<file path="src/rtl/stream_demux_1x2_if.sv">
// Handshake bundle for the 1-to-2 stream demux: one producer-facing input stream
// and two consumer-facing output lanes.
interface stream_demux_1x2_if #(
    parameter int DATA_W = 8
);
    logic [DATA_W-1:0] in_data;
    logic              in_sel;
    logic              in_valid;
    logic              in_ready;
    logic [DATA_W-1:0] out0_data;
    logic              out0_valid;
    logic              out0_ready;
    logic [DATA_W-1:0] out1_data;
    logic              out1_valid;
    logic              out1_ready;

    // The demux itself: consumes the input stream, produces both lanes.
    modport slave (
        input  in_data, in_sel, in_valid, out0_ready, out1_ready,
        output in_ready, out0_data, out0_valid, out1_data, out1_valid
    );

    // The surrounding producer/consumers.
    modport master (
        output in_data, in_sel, in_valid, out0_ready, out1_ready,
        input  in_ready, out0_data, out0_valid, out1_data, out1_valid
    );
endinterface

</file>
<file path="src/rtl/stream_demux_1x2.sv">
// Routes one valid/ready stream to one of two lanes chosen per beat by in_sel.
// Each lane has a one-entry output register and a wrapping delivered-beat counter.
module stream_demux_1x2 #(
    parameter int DATA_W = 8,
    parameter int CNT_W  = 16
) (
    input  logic                clk,
    input  logic                rst,
    stream_demux_1x2_if.slave   bus,
    output logic [CNT_W-1:0]    cnt0,
    output logic [CNT_W-1:0]    cnt1
);

    typedef enum logic {
        EMPTY = 1'b0,
        FULL  = 1'b1
    } laneState_e;

    laneState_e        state_q [2];
    laneState_e        state_d [2];
    logic [DATA_W-1:0] data_q  [2];
    logic [DATA_W-1:0] data_d  [2];
    logic [CNT_W-1:0]  cnt_q   [2];
    logic [CNT_W-1:0]  cnt_d   [2];

    logic [1:0] outReady;
    logic [1:0] drain;
    logic [1:0] load;
    logic       inReady;

    assign outReady = {bus.out1_ready, bus.out0_ready};

    // Only the addressed lane gates in_ready, so a stalled lane never blocks the other.
    always_comb begin
        drain   = '0;
        load    = '0;
        inReady = !rst && ((state_q[bus.in_sel] == EMPTY) || outReady[bus.in_sel]);
        for (int n = 0; n < 2; n++) begin
            drain[n] = (state_q[n] == FULL) && outReady[n];
            load[n]  = bus.in_valid && inReady && (bus.in_sel == 1'(n));
        end
    end

    always_comb begin
        for (int n = 0; n < 2; n++) begin
            state_d[n] = state_q[n];
            data_d[n]  = data_q[n];
            cnt_d[n]   = cnt_q[n] + CNT_W'(drain[n]);
            if (load[n]) begin
                data_d[n] = bus.in_data;
            end
            case (state_q[n])
                EMPTY: begin
                    if (load[n]) begin
                        state_d[n] = FULL;
                    end
                end
                FULL: begin
                    if (drain[n] && !load[n]) begin
                        state_d[n] = EMPTY;
                    end
                end
                default: state_d[n] = EMPTY;
            endcase
        end
    end

    always_ff @(posedge clk) begin
        if (rst) begin
            for (int n = 0; n < 2; n++) begin
                state_q[n] <= EMPTY;
                data_q[n]  <= '0;
                cnt_q[n]   <= '0;
            end
        end else begin
            for (int n = 0; n < 2; n++) begin
                state_q[n] <= state_d[n];
                data_q[n]  <= data_d[n];
                cnt_q[n]   <= cnt_d[n];
            end
        end
    end

    assign bus.in_ready   = inReady;
    assign bus.out0_valid = (state_q[0] == FULL);
    assign bus.out0_data  = data_q[0];
    assign bus.out1_valid = (state_q[1] == FULL);
    assign bus.out1_data  = data_q[1];
    assign cnt0           = cnt_q[0];
    assign cnt1           = cnt_q[1];

endmodule

</file>
<file path="src/flat_wrapper.sv">
// flat-port wrapper written by rule: the top's interface ports become plain ports
module stream_demux_1x2_flat 
#(
    parameter int DATA_W = 8,
    parameter int CNT_W  = 16
)
  (clk, rst, cnt0, cnt1, bus_in_data, bus_in_sel, bus_in_valid, bus_out0_ready, bus_out1_ready, bus_in_ready, bus_out0_data, bus_out0_valid, bus_out1_data, bus_out1_valid);
  stream_demux_1x2_if #(.DATA_W(DATA_W)) bus_i ();
  input  logic clk;
  input  logic rst;
  output logic [CNT_W-1:0] cnt0;
  output logic [CNT_W-1:0] cnt1;
  input wire logic [$bits(bus_i.in_data)-1:0] bus_in_data;
  input wire logic [$bits(bus_i.in_sel)-1:0] bus_in_sel;
  input wire logic [$bits(bus_i.in_valid)-1:0] bus_in_valid;
  input wire logic [$bits(bus_i.out0_ready)-1:0] bus_out0_ready;
  input wire logic [$bits(bus_i.out1_ready)-1:0] bus_out1_ready;
  output wire logic [$bits(bus_i.in_ready)-1:0] bus_in_ready;
  output wire logic [$bits(bus_i.out0_data)-1:0] bus_out0_data;
  output wire logic [$bits(bus_i.out0_valid)-1:0] bus_out0_valid;
  output wire logic [$bits(bus_i.out1_data)-1:0] bus_out1_data;
  output wire logic [$bits(bus_i.out1_valid)-1:0] bus_out1_valid;
  assign bus_i.in_data = bus_in_data;
  assign bus_i.in_sel = bus_in_sel;
  assign bus_i.in_valid = bus_in_valid;
  assign bus_i.out0_ready = bus_out0_ready;
  assign bus_i.out1_ready = bus_out1_ready;
  assign bus_in_ready = bus_i.in_ready;
  assign bus_out0_data = bus_i.out0_data;
  assign bus_out0_valid = bus_i.out0_valid;
  assign bus_out1_data = bus_i.out1_data;
  assign bus_out1_valid = bus_i.out1_valid;
  stream_demux_1x2 #(.DATA_W(DATA_W), .CNT_W(CNT_W)) u_core (.clk(clk), .rst(rst), .bus(bus_i), .cnt0(cnt0), .cnt1(cnt1));
endmodule
</file>
<file path="config.mk">
export PLATFORM = sky130hd
export DESIGN_NAME = stream_demux_1x2_flat
export DESIGN_NICKNAME = d
export VERILOG_FILES = /design/src/rtl/stream_demux_1x2_if.sv /design/src/rtl/stream_demux_1x2.sv /design/src/flat_wrapper.sv
export SDC_FILE = /design/constraint.sdc
export NUM_CORES = 1
export LEC_CHECK = 0
export ABC_AREA = 1
export CAP_MARGIN = 15
export CORE_ASPECT_RATIO = 1.4
export CORE_MARGIN = 2
export CORE_UTILIZATION = 43
export DETAILED_ROUTE_END_ITERATION = 6
export PLACE_DENSITY = 0.76
export SLEW_MARGIN = 30
export SYNTH_ARGS = -nofsm -noshare
export SYNTH_HDL_FRONTEND = slang
export SYNTH_SLANG_ARGS = --single-unit
</file>
<file path="constraint.sdc">
create_clock -name clk -period 1.39 [get_ports clk]
set_input_delay 0.278 -clock clk [delete_from_list [all_inputs] [get_ports clk]]
set_output_delay 0.278 -clock clk [all_outputs]
set_load 0.1 [all_outputs]
</file>
==> metrics.txt, run 1 <==
status complete, but fails checks; failing checks setup timing; diode count 0; fin. max-slew vios 0; FMAX 651 MHz; Routability Congestion 0.878; worst-case vdd ir drop 0.580 mV; worst min path class flop to flop; fin nets 443; Die ar. 0.00587 sq mm; Skew-Pair Late Insertion Delay 0.31 ns; via/cell ratio 5.11; CTS tree done; clk_skew 0.0116 ns; Post-Layout Cell Count 492; TritonCTS Sinks 50; first-pass GRT wire length 11300 microns; Critical Path Start Type flop; CTS HTree Levels 2; floorplan row count 31; Design Area, Final 0.00424 sq mm; minimum clock period 1.54 ns; CP required 1.11 ns; part of the cycle the worst path needs 111%; boundary pin count 65; number of global-route vias before repair 2569; detailed placement HPWL 4770 microns; measured slew at the worst slew-check pin 0.367 ns; Initial DRC Count 174; GRT Overall Usage 24.1%; DRT Pass-1 Iters 4; Port Buf Inserts 64; drt drc 0; initial antenna violation count 0; Core Util, Final 82.9%; DP Cell Count 471; Mapped Area 0.00227 sq mm; final hold violation count 0; final WL 7180 microns; area grow syn2layout 87.3%; core box area 0.00512 sq mm; die width 65.4 microns; worst setup margin -0.147 ns; DIE HEIGHT 89.9 microns; Hold Slack 0.513 ns; starting density of the core 44.3%; area share of the largest cell type after synthesis 44.2%; Arr. time, crit path 1.26 ns; pin count of the biggest net entering global routing 32; P per Cell Area 711 mW/mm^2; sequential fraction of the synthesis area 44.2%; Root Buffer clkbuf_8; grt total ovfl 0; Post-Syn Instances 325; worst rel slew slack 75.5%; top cells by area, synth dfxtp_1 (44%), nor2_1 (14%), nand2_1 (9.8%), inv_1 (7.5%), a21oi_1 (4.6%); Max Cap Viol 0; layout cells sized above 1 43.9%; via count 2515; Placed Area 0.00383 sq mm; FF+latch count, synth 50; remaining antenna violation count after routing 0; CTS Buffer Depth 2; Distinct cells, synth 24; Avg Cell Area, Syn 6.97 sq um; Total Power 3.02 mW; Ys Warns 0; Critical Path Sink Type primary output; RSZ-0062 raised after global routing yes; Yosys top cell by area dfxtp_1; average wire per standard cell 14.6 microns; syn nets 343; WS Path Type flop to primary output; final setup fails 16; Clock transition at path regs 0.10 ns; Leakage 1.74 nW; crit path max fanout 2; TritonCTS Buffers 5
==> sequential cells by signal (all words and copies together), names as in the netlist <==
signal / cells
u_core.data_q: 16
u_core.cnt_q: 32
u_core.state_q: 2
==> area by class of cell <==
class,count,area (sq um)
timing repair buffer,100,1450
clock inverter,2,38.8
tap,66,82.6
sequential,50,1080
fill,296,876
clock buffer,6,72.6
inverter,46,178
multi-input combinational,222,1340
==> through the flow <==
stage / setup TNS (ns) / setup slack (ns)
floorplan: -4.29 / -0.262
CTS: -0.196 / -0.122
detailed placement: -17.45 / -0.569
finish: -0.726 / -0.147
global placement: -15.16 / -0.503
global route: -1.95 / -0.177
==> metal layers <==
metal  global-route usage [%]  wire length, microns  vias up
met5                        0                     0        -
met4                     9.55                   218        0
met3                     6.51                   395       22
met2                     46.2                  4300       87
met1                     23.2                  2270     1178
li1                         -                     -     1228
==> synth_stat cells <==
master / count
nor2_1: 82
nand2_1: 59
dfxtp_1: 50
inv_1: 45
a21oi_1: 21
nand3_1: 14
nand4_1: 14
nor3_1: 7
buf_2: 4
ha_1: 4
o21ai_0: 4
clkbuf_1: 3
xnor2_1: 3
xor2_1: 3
nor2_2: 2
o21a_1: 2
a211oi_1: 1
buf_6: 1
inv_2: 1
nand2_2: 1
nand3_2: 1
nand4_4: 1
nor2_4: 1
nor3_4: 1
==> repair_timing <==
item | CTS | global route
cloned | 0 | 2
gates resized for setup | 24 | 35
setup buffers | 9 | 3
pin swaps | 13 | 19
endpoints found under the hold margin | 0 | 0
endpoints found under the setup margin | 32 | 33
hold buffers | 0 | 0
==> cell usage in the layout, fill, tap and decap left out, types with 2 or more instances in the layout <==
cell type        count
nor3_1               6
nand2_2              7
o21a_1               2
nor2_4               9
xor2_1               3
inv_2                6
nand3_1              8
nor2_2              12
o21ai_0              2
buf_6                8
nand2_1             48
nand3_2              5
nand4_1             14
nand3_4              2
inv_4                2
dfxtp_4             16
ha_4                 4
dlygate4sd2_1        3
nand4_4              2
o21ai_1              2
xnor2_2              2
buf_12              51
nor2_1              64
nand2_4              5
a21oi_1             19
clkbuf_8             5
clkdlybuf4s50_1     10
dfxtp_2             16
buf_4               28
inv_1               38
dfxtp_1             18
==> worst paths after layout <==
kind                            cells after the start  slack [ns]                      startpoint                              to
worst max-delay path                                5       -0.15    u_core.state_q[1]$_SDFF_PP0_                    bus_in_ready
worst min-delay path                                2        0.51  u_core.cnt_q[0][11]$_SDFF_PP0_  u_core.cnt_q[0][11]$_SDFF_PP0_
worst max register to register                     11       -0.11    u_core.state_q[1]$_SDFF_PP0_  u_core.cnt_q[0][26]$_SDFF_PP0_
worst min register to register                      2        0.51  u_core.cnt_q[0][11]$_SDFF_PP0_  u_core.cnt_q[0][11]$_SDFF_PP0_
==> report_power, final <==
| part | internal [mW] | switching (mW) | total (mW) |
|---|---|---|---|
| sequential | 1.43 | 0.0252 | 1.45 |
| combinational | 0.198 | 0.322 | 0.521 |
| clock | 0.541 | 0.502 | 1.04 |
==> critical path: stages, from the launching register on <==
cell	delay, ns
dfxtp_4	0.36
buf_6	0.12
nand3_4	0.08
nand2_4	0.05
nor2_4	0.14
buf_12	0.19
==> cells by family after synthesis <==
kind of cell    count (synthesis)  share of synthesized area, %
xor+xnor                        6                          2.32
simple gates                  183                          35.3
fa+ha+maj                       4                          2.21
flops                          50                          44.2
buf+inv                        54                          9.50
compound gates                 28                          6.52
No activity file was read; power rests on OpenSTA's default activity.
==> inputs of run 2 (changes only) <==
--- a/config.mk
+++ b/config.mk
@@ -12,6 +12,7 @@
 export CORE_UTILIZATION = 43
 export DETAILED_ROUTE_END_ITERATION = 6
 export PLACE_DENSITY = 0.76
+export SETUP_SLACK_MARGIN = 0.1
 export SLEW_MARGIN = 30
 export SYNTH_ARGS = -nofsm -noshare
 export SYNTH_HDL_FRONTEND = slang
==> metrics.txt, run 2 (synthesized netlist as in run 1, its figures left out) <==
measured slew at the worst slew-check pin 0.420 ns (was 0.367 ns); boundary pin count 65 (unchanged); Die ar. 0.00587 sq mm (unchanged); final WL 8540 microns (was 7180 microns); GRT Overall Usage 25.2% (was 24.1%); Routability Congestion 0.864 (was 0.878); Design Area, Final 0.00437 sq mm (was 0.00424 sq mm); worst-case vdd ir drop 0.662 mV (was 0.580 mV); Crit path largest cell delay 0.41 ns (was 0.36 ns); final hold violation count 0 (unchanged); initial antenna violation count 0 (unchanged); final setup fails 20 (was 16); Crit path depth 8 (was 5); layout cells sized above 1 47.1% (was 43.9%); commonest non-fill, non-tap cell in the layout nor2_1 (unchanged); starting density of the core 44.3% (unchanged); Top Layer Used met4 (unchanged); slowest cell on the critical path dlygate4sd2_1 (was dfxtp_4); Worst setup endpoint u_core.data_q[0][14]$_SDFFE_PP0P_ (was bus_in_ready); max reg flops 32 (unchanged); grt total ovfl 0 (unchanged); WS Path Type input pin to flop (was flop to primary output); routed length on met3 464 microns (was 395 microns); largest register by flop count u_core.cnt_q (unchanged); crit path max fanout 9 (was 2); CP delay by family, top buffers and inverters (was flip-flops); P per Cell Area 683 mW/mm^2 (was 711 mW/mm^2); cts hold-fix bufs 0 (unchanged); failing checks setup timing (unchanged); part of the cycle the worst path needs 111% (about the same); metal2 WL 4740 microns (was 4300 microns); worst rel slew slack 71.9% (was 75.5%); worst reg2reg setup slack -0.08 ns (was -0.11 ns); Root Buffer clkbuf_8 (unchanged); pin count of the biggest net entering global routing 32 (unchanged); crit path buf inv count 3 (was 2); Worst Reg-to-Reg Cells 11 (unchanged); area grow syn2layout 92.9% (was 87.3%); floorplan row count 31 (unchanged); fin. max-slew vios 0 (unchanged); Leakage 1.77 nW (was 1.74 nW); Critical Path Sink Type flop (was primary output); R2R Path Start u_core.state_q[0]$_SDFF_PP0_ (was u_core.state_q[1]$_SDFF_PP0_); DIE HEIGHT 89.9 microns (unchanged); M1 WL 2910 microns (was 2270 microns); Placed Area 0.00382 sq mm (was 0.00383 sq mm); Port Buf Inserts 64 (unchanged); Worst Setup SP bus_in_sel (was u_core.state_q[1]$_SDFF_PP0_); Post-Layout Cell Count 497 (was 492); fin nets 448 (was 443); TritonCTS Buffers 5 (unchanged); Regs by FF count u_core.cnt_q: 32 flops, u_core.data_q: 16 flops, u_core.state_q: 2 flops (unchanged); diode count 0 (unchanged); average wire per standard cell 17.2 microns (was 14.6 microns); via/cell ratio 5.26 (was 5.11); TritonCTS Sinks 50 (unchanged); worst setup margin -0.153 ns (was -0.147 ns); detailed placement HPWL 4710 microns (was 4770 microns); drt drc 0 (unchanged); commonest non-fill, non-tap cells in the layout nor2_1 (59), buf_12 (51), nand2_1 (46), inv_1 (37), buf_4 (22) (was nor2_1 (64), buf_12 (51), nand2_1 (48), inv_1 (38), buf_4 (28)); FMAX 648 MHz (was 651 MHz); status complete, but fails checks (unchanged); Most Frequent Cell on Critical Path nor2_1; CTS HTree Levels 2 (unchanged); first-pass GRT wire length 11700 microns (was 11300 microns); critical path, cell by cell dlygate4sd2_1 -> inv_1 -> nand3_1 -> nand4_1 -> nor2_2 -> buf_6 -> nor2_1 -> nor2_1 (was buf_6 -> nand3_4 -> nand2_4 -> nor2_4 -> buf_12); minimum clock period 1.54 ns (about the same); DRT Pass-1 Iters 4 (unchanged); Max Cap Viol 0 (unchanged); CP required 1.63 ns (was 1.11 ns); Clock transition at path regs 0.09 ns (was 0.10 ns); CTS Buffer Depth 2 (unchanged); Initial DRC Count 201 (was 174); Arr. time, crit path 1.78 ns (was 1.26 ns); RSZ-0062 raised after global routing yes (unchanged); remaining antenna violation count after routing 0 (unchanged); DP Cell Count 470 (was 471); Skew-Pair Late Insertion Delay 0.31 ns (about the same); CTS tree done (unchanged); number of global-route vias before repair 2548 (was 2569); worst min path class flop to flop (unchanged); core box area 0.00512 sq mm (unchanged); Critical Path Start Type input pin (was flop); clk_skew 0.00674 ns (was 0.0116 ns); die width 65.4 microns (unchanged); via count 2614 (was 2515); Reg-to-Reg End u_core.cnt_q[0][12]$_SDFF_PP0_ (was u_core.cnt_q[0][26]$_SDFF_PP0_)
## run 2: tightest hold or removal path, stage by stage (launching register included)
cell     delay [ns]
dfxtp_4        0.37
inv_1          0.06
a21oi_1        0.05
## run 2: per-layer routing
layer,track usage [%],vias to the layer above
li1,-,1234
met1,26.2,1236
met2,46.2,111
met3,6.63,33
met4,10.4,0
met5,0,-
## run 2: timing repair
action,4_1_cts,5_1_grt
endpoints found under the hold margin,0,0
endpoints found under the setup margin,46,45
gates resized for setup,43,43
cloned,1,1
pin swaps,19,25
setup buffers,8,10
## run 2: worst min-delay path by stage
stage / slack, ns / cells after the start / from / to
CTS: 0.50 / 2 / u_core.cnt_q[0][25]$_SDFF_PP0_ / u_core.cnt_q[0][25]$_SDFF_PP0_
finish: 0.51 / 2 / u_core.cnt_q[0][25]$_SDFF_PP0_ / u_core.cnt_q[0][25]$_SDFF_PP0_
global placement: 0.48 / 2 / u_core.cnt_q[0][25]$_SDFF_PP0_ / u_core.cnt_q[0][25]$_SDFF_PP0_
global route: 0.54 / 2 / u_core.cnt_q[0][25]$_SDFF_PP0_ / u_core.cnt_q[0][25]$_SDFF_PP0_
floorplan: 0.42 / 2 / rst / u_core.cnt_q[0][3]$_SDFF_PP0_
detailed placement: 0.49 / 2 / u_core.cnt_q[0][25]$_SDFF_PP0_ / u_core.cnt_q[0][25]$_SDFF_PP0_
## run 2: per-stage QoR
stage	setup TNS (ns)	total power [mW]	hold slack [ns]	setup slack, ns	util (%)
3_3_place_gp	-14.48	1.96	0.478	-0.514	74.7
3_5_place_dp	-16.63	1.97	0.490	-0.655	74.7
2_1_floorplan	-4.34	1.76	0.422	-0.262	-
4_1_cts	-0.205	2.93	0.504	-0.109	80.9
6_report	-1.50	2.99	0.511	-0.153	85.4
5_1_grt	-3.22	3.07	0.538	-0.193	85.4
## run 2: area by class of cell
| type | instances | area [sq um] |
|---|---|---|
| well taps | 66 | 82.6 |
| clock inverters | 1 | 6.26 |
| flip-flops and latches | 50 | 1080 |
| fillers | 271 | 748 |
| multi-input cells | 223 | 1400 |
| repair buffers | 104 | 1520 |
| clock buffers | 7 | 97.6 |
| inverters | 46 | 183 |
## run 2: report_power, final
part	switching [mW]	internal [mW]	total (mW)
Sequential	0.0292	1.43	1.46
Clock	0.501	0.467	0.968
Combinational	0.354	0.209	0.563
==> inputs of run 3 (changes only) <==
--- a/config.mk
+++ b/config.mk
@@ -10,6 +10,7 @@
 export CORE_ASPECT_RATIO = 1.4
 export CORE_MARGIN = 2
 export CORE_UTILIZATION = 43
+export CTS_CLUSTER_SIZE = 10
 export DETAILED_ROUTE_END_ITERATION = 6
 export PLACE_DENSITY = 0.76
 export SETUP_SLACK_MARGIN = 0.1
==> constraint.sdc (replaced) <==
create_clock -name clk -period 1.39 [get_ports clk]
set_input_delay 0.417 -clock clk [delete_from_list [all_inputs] [get_ports clk]]
set_output_delay 0.417 -clock clk [all_outputs]
set_load 0.1 [all_outputs]
==> metrics.txt, run 3 (synthesized netlist as in run 1, its figures left out) <==
DRT Pass-1 Iters 5 (was 4); CP required 0.97 ns (was 1.63 ns); area occupied by multi-input gates 0.00144 sq mm (was 0.00140 sq mm); layout cells sized above 1 55.5% (was 47.1%); commonest non-fill, non-tap cells in the layout nor2_1 (63), buf_12 (51), nand2_1 (45), buf_4 (36), dfxtp_4 (36) (was nor2_1 (59), buf_12 (51), nand2_1 (46), inv_1 (37), buf_4 (22)); fin nets 462 (was 448); cts hold-fix bufs 0 (unchanged); remaining antenna violation count after routing 0 (unchanged); Root Buffer clkbuf_8 (unchanged); final WL 8850 microns (was 8540 microns); Worst Setup SP u_core.state_q[1]$_SDFF_PP0_ (was bus_in_sel); Critical Path Start Type flop (was input pin); average wire per standard cell 17.3 microns (was 17.2 microns); Die ar. 0.00587 sq mm (unchanged); via/cell ratio 5.43 (was 5.26); GRT Overall Usage 26.4% (was 25.2%); TNS Setup -2.58 ns (was -1.50 ns); floorplan row count 31 (unchanged); pin count of the biggest net entering global routing 32 (unchanged); worst min path class flop to flop (unchanged); DIE HEIGHT 89.9 microns (unchanged); initial antenna violation count 0 (unchanged); Regs by FF count u_core.cnt_q: 32 flops, u_core.data_q: 16 flops, u_core.state_q: 2 flops (unchanged); slowest cell on the critical path dfxtp_4 (was dlygate4sd2_1); Clock transition at path regs 0.09 ns (about the same); CTS Buffer Depth 2 (unchanged); diode count 0 (unchanged); CTS HTree Levels 2 (unchanged); max reg flops 32 (unchanged); boundary pin count 65 (unchanged); worst rel slew slack 73.6% (was 71.9%); Skew-Pair Late Insertion Delay 0.31 ns (about the same); area grow syn2layout 102% (was 92.9%); measured slew at the worst slew-check pin 0.396 ns (was 0.420 ns); Placed Area 0.00383 sq mm (was 0.00382 sq mm); Worst Reg-to-Reg Cells 10 (was 11); starting density of the core 44.3% (unchanged); drt drc 0 (unchanged); DP Cell Count 467 (was 470); largest register by flop count u_core.cnt_q (unchanged); worst reg2reg setup slack -0.21 ns (was -0.08 ns); crit path max fanout 3 (was 9); Max Cap Viol 0 (unchanged); detailed placement HPWL 4520 microns (was 4710 microns); Worst setup endpoint bus_in_ready (was u_core.data_q[0][14]$_SDFFE_PP0P_); critical path, cell by cell nand3_2 -> nand2_2 -> nor2_4 -> buf_12 (was dlygate4sd2_1 -> inv_1 -> nand3_1 -> nand4_1 -> nor2_2 -> buf_6 -> nor2_1 -> nor2_1); number of global-route vias before repair 2677 (was 2548); core box area 0.00512 sq mm (unchanged); Core Util, Final 89.3% (was 85.4%); Post-Layout Cell Count 511 (was 497); worst setup margin -0.225 ns (was -0.153 ns); R2R Path Start u_core.state_q[0]$_SDFF_PP0_ (unchanged); Leakage 1.86 nW (was 1.77 nW); commonest non-fill, non-tap cell in the layout nor2_1 (unchanged); Port Buf Inserts 64 (unchanged); Crit path largest cell delay 0.37 ns (was 0.41 ns); fin. max-slew vios 0 (unchanged); via count 2777 (was 2614); Design Area, Final 0.00457 sq mm (was 0.00437 sq mm); first-pass GRT wire length 12400 microns (was 11700 microns); TritonCTS Buffers 5 (unchanged); Reg area 0.00115 sq mm (was 0.00108 sq mm); Reg-to-Reg End u_core.cnt_q[0][11]$_SDFF_PP0_ (was u_core.cnt_q[0][12]$_SDFF_PP0_); minimum clock period 1.61 ns (was 1.54 ns); clk_skew 0.00598 ns (was 0.00674 ns); WS Path Type flop to primary output (was input pin to flop); Initial DRC Count 199 (was 201); final setup fails 21 (was 20); RSZ-0062 raised after global routing yes (unchanged); Critical Path Sink Type primary output (was flop); FMAX 619 MHz (was 648 MHz); hold depth 2 (unchanged); final hold violation count 0 (unchanged); part of the cycle the worst path needs 116% (was 111%); CTS tree done (unchanged); worst-case vdd ir drop 0.704 mV (was 0.662 mV); die width 65.4 microns (unchanged); Routability Congestion 0.837 (was 0.864); P per Cell Area 657 mW/mm^2 (was 683 mW/mm^2); failing checks setup timing (unchanged); Fillers 202 (was 271); status complete, but fails checks (unchanged); Hold Slack 0.509 ns (was 0.511 ns); grt total ovfl 0 (unchanged); Arr. time, crit path 1.20 ns (was 1.78 ns); TritonCTS Sinks 50 (unchanged)
==> run 3: cell types whose count changed in the layout (fill, tap and decap cells not counted), moves of 3 or more <==
cell,before,now
dfxtp_4,16,36
dfxtp_1,18,0
buf_4,22,36
nor2_1,59,63
nand3_1,9,6
nor2_2,12,9
==> run 3: stage by stage <==
stage               setup slack, ns  power (mW)
floorplan                    -0.272        1.77
global placement             -0.639        1.96
detailed placement           -0.744        1.97
CTS                          -0.240        2.97
global route                 -0.268        3.10
finish                       -0.225        3.00
==> run 3: repair_timing <==
item,in CTS,in global routing
resized for setup,65,54
buffers inserted,19,17
pin swaps,28,39
setup endpoints to repair,67,78
cloned,1,2
==> run 3: worst max-delay path: cells and delay by family, from the launching register on <==
family                 cells  cell delay, ns
DFF                        1            0.37
and+or+nand+nor            3            0.33
buffers and inverters      1            0.19
==> run 3: routing by layer <==
layer | global-route usage (%) | vias up | wire length [microns]
met3 | 6.51 | 35 | 549
met2 | 50.3 | 160 | 5010
met5 | 0 | - | 0
li1 | - | 1268 | -
met4 | 9.20 | 0 | 317
met1 | 26.6 | 1314 | 2970
==> run 3: worst min path at each step <==
stage / startpoint / endpoint / slack [ns]
CTS: u_core.cnt_q[0][25]$_SDFF_PP0_ / u_core.cnt_q[0][25]$_SDFF_PP0_ / 0.50
global route: u_core.cnt_q[0][25]$_SDFF_PP0_ / u_core.cnt_q[0][25]$_SDFF_PP0_ / 0.54
finish: u_core.cnt_q[0][25]$_SDFF_PP0_ / u_core.cnt_q[0][25]$_SDFF_PP0_ / 0.51
global placement: u_core.cnt_q[0][25]$_SDFF_PP0_ / u_core.cnt_q[0][25]$_SDFF_PP0_ / 0.48
detailed placement: u_core.cnt_q[0][25]$_SDFF_PP0_ / u_core.cnt_q[0][25]$_SDFF_PP0_ / 0.49
floorplan: rst / u_core.cnt_q[0][3]$_SDFF_PP0_ / 0.56
==> run 3: cell type report <==
| class | instances | area share, % |
|---|---|---|
| clock buffers | 6 | 1.59 |
| well taps | 66 | 1.81 |
| multi-input cells | 223 | 31.5 |
| repair buffers | 118 | 35.1 |
| clock inverters | 2 | 0.794 |
| inverters | 46 | 3.94 |
| flip-flops and latches | 50 | 25.2 |
==> run 3: where the power goes <==
group	switching [mW]	internal (mW)
logic	0.347	0.197
clock network	0.496	0.539
registers	0.0285	1.39
total	0.872	2.13
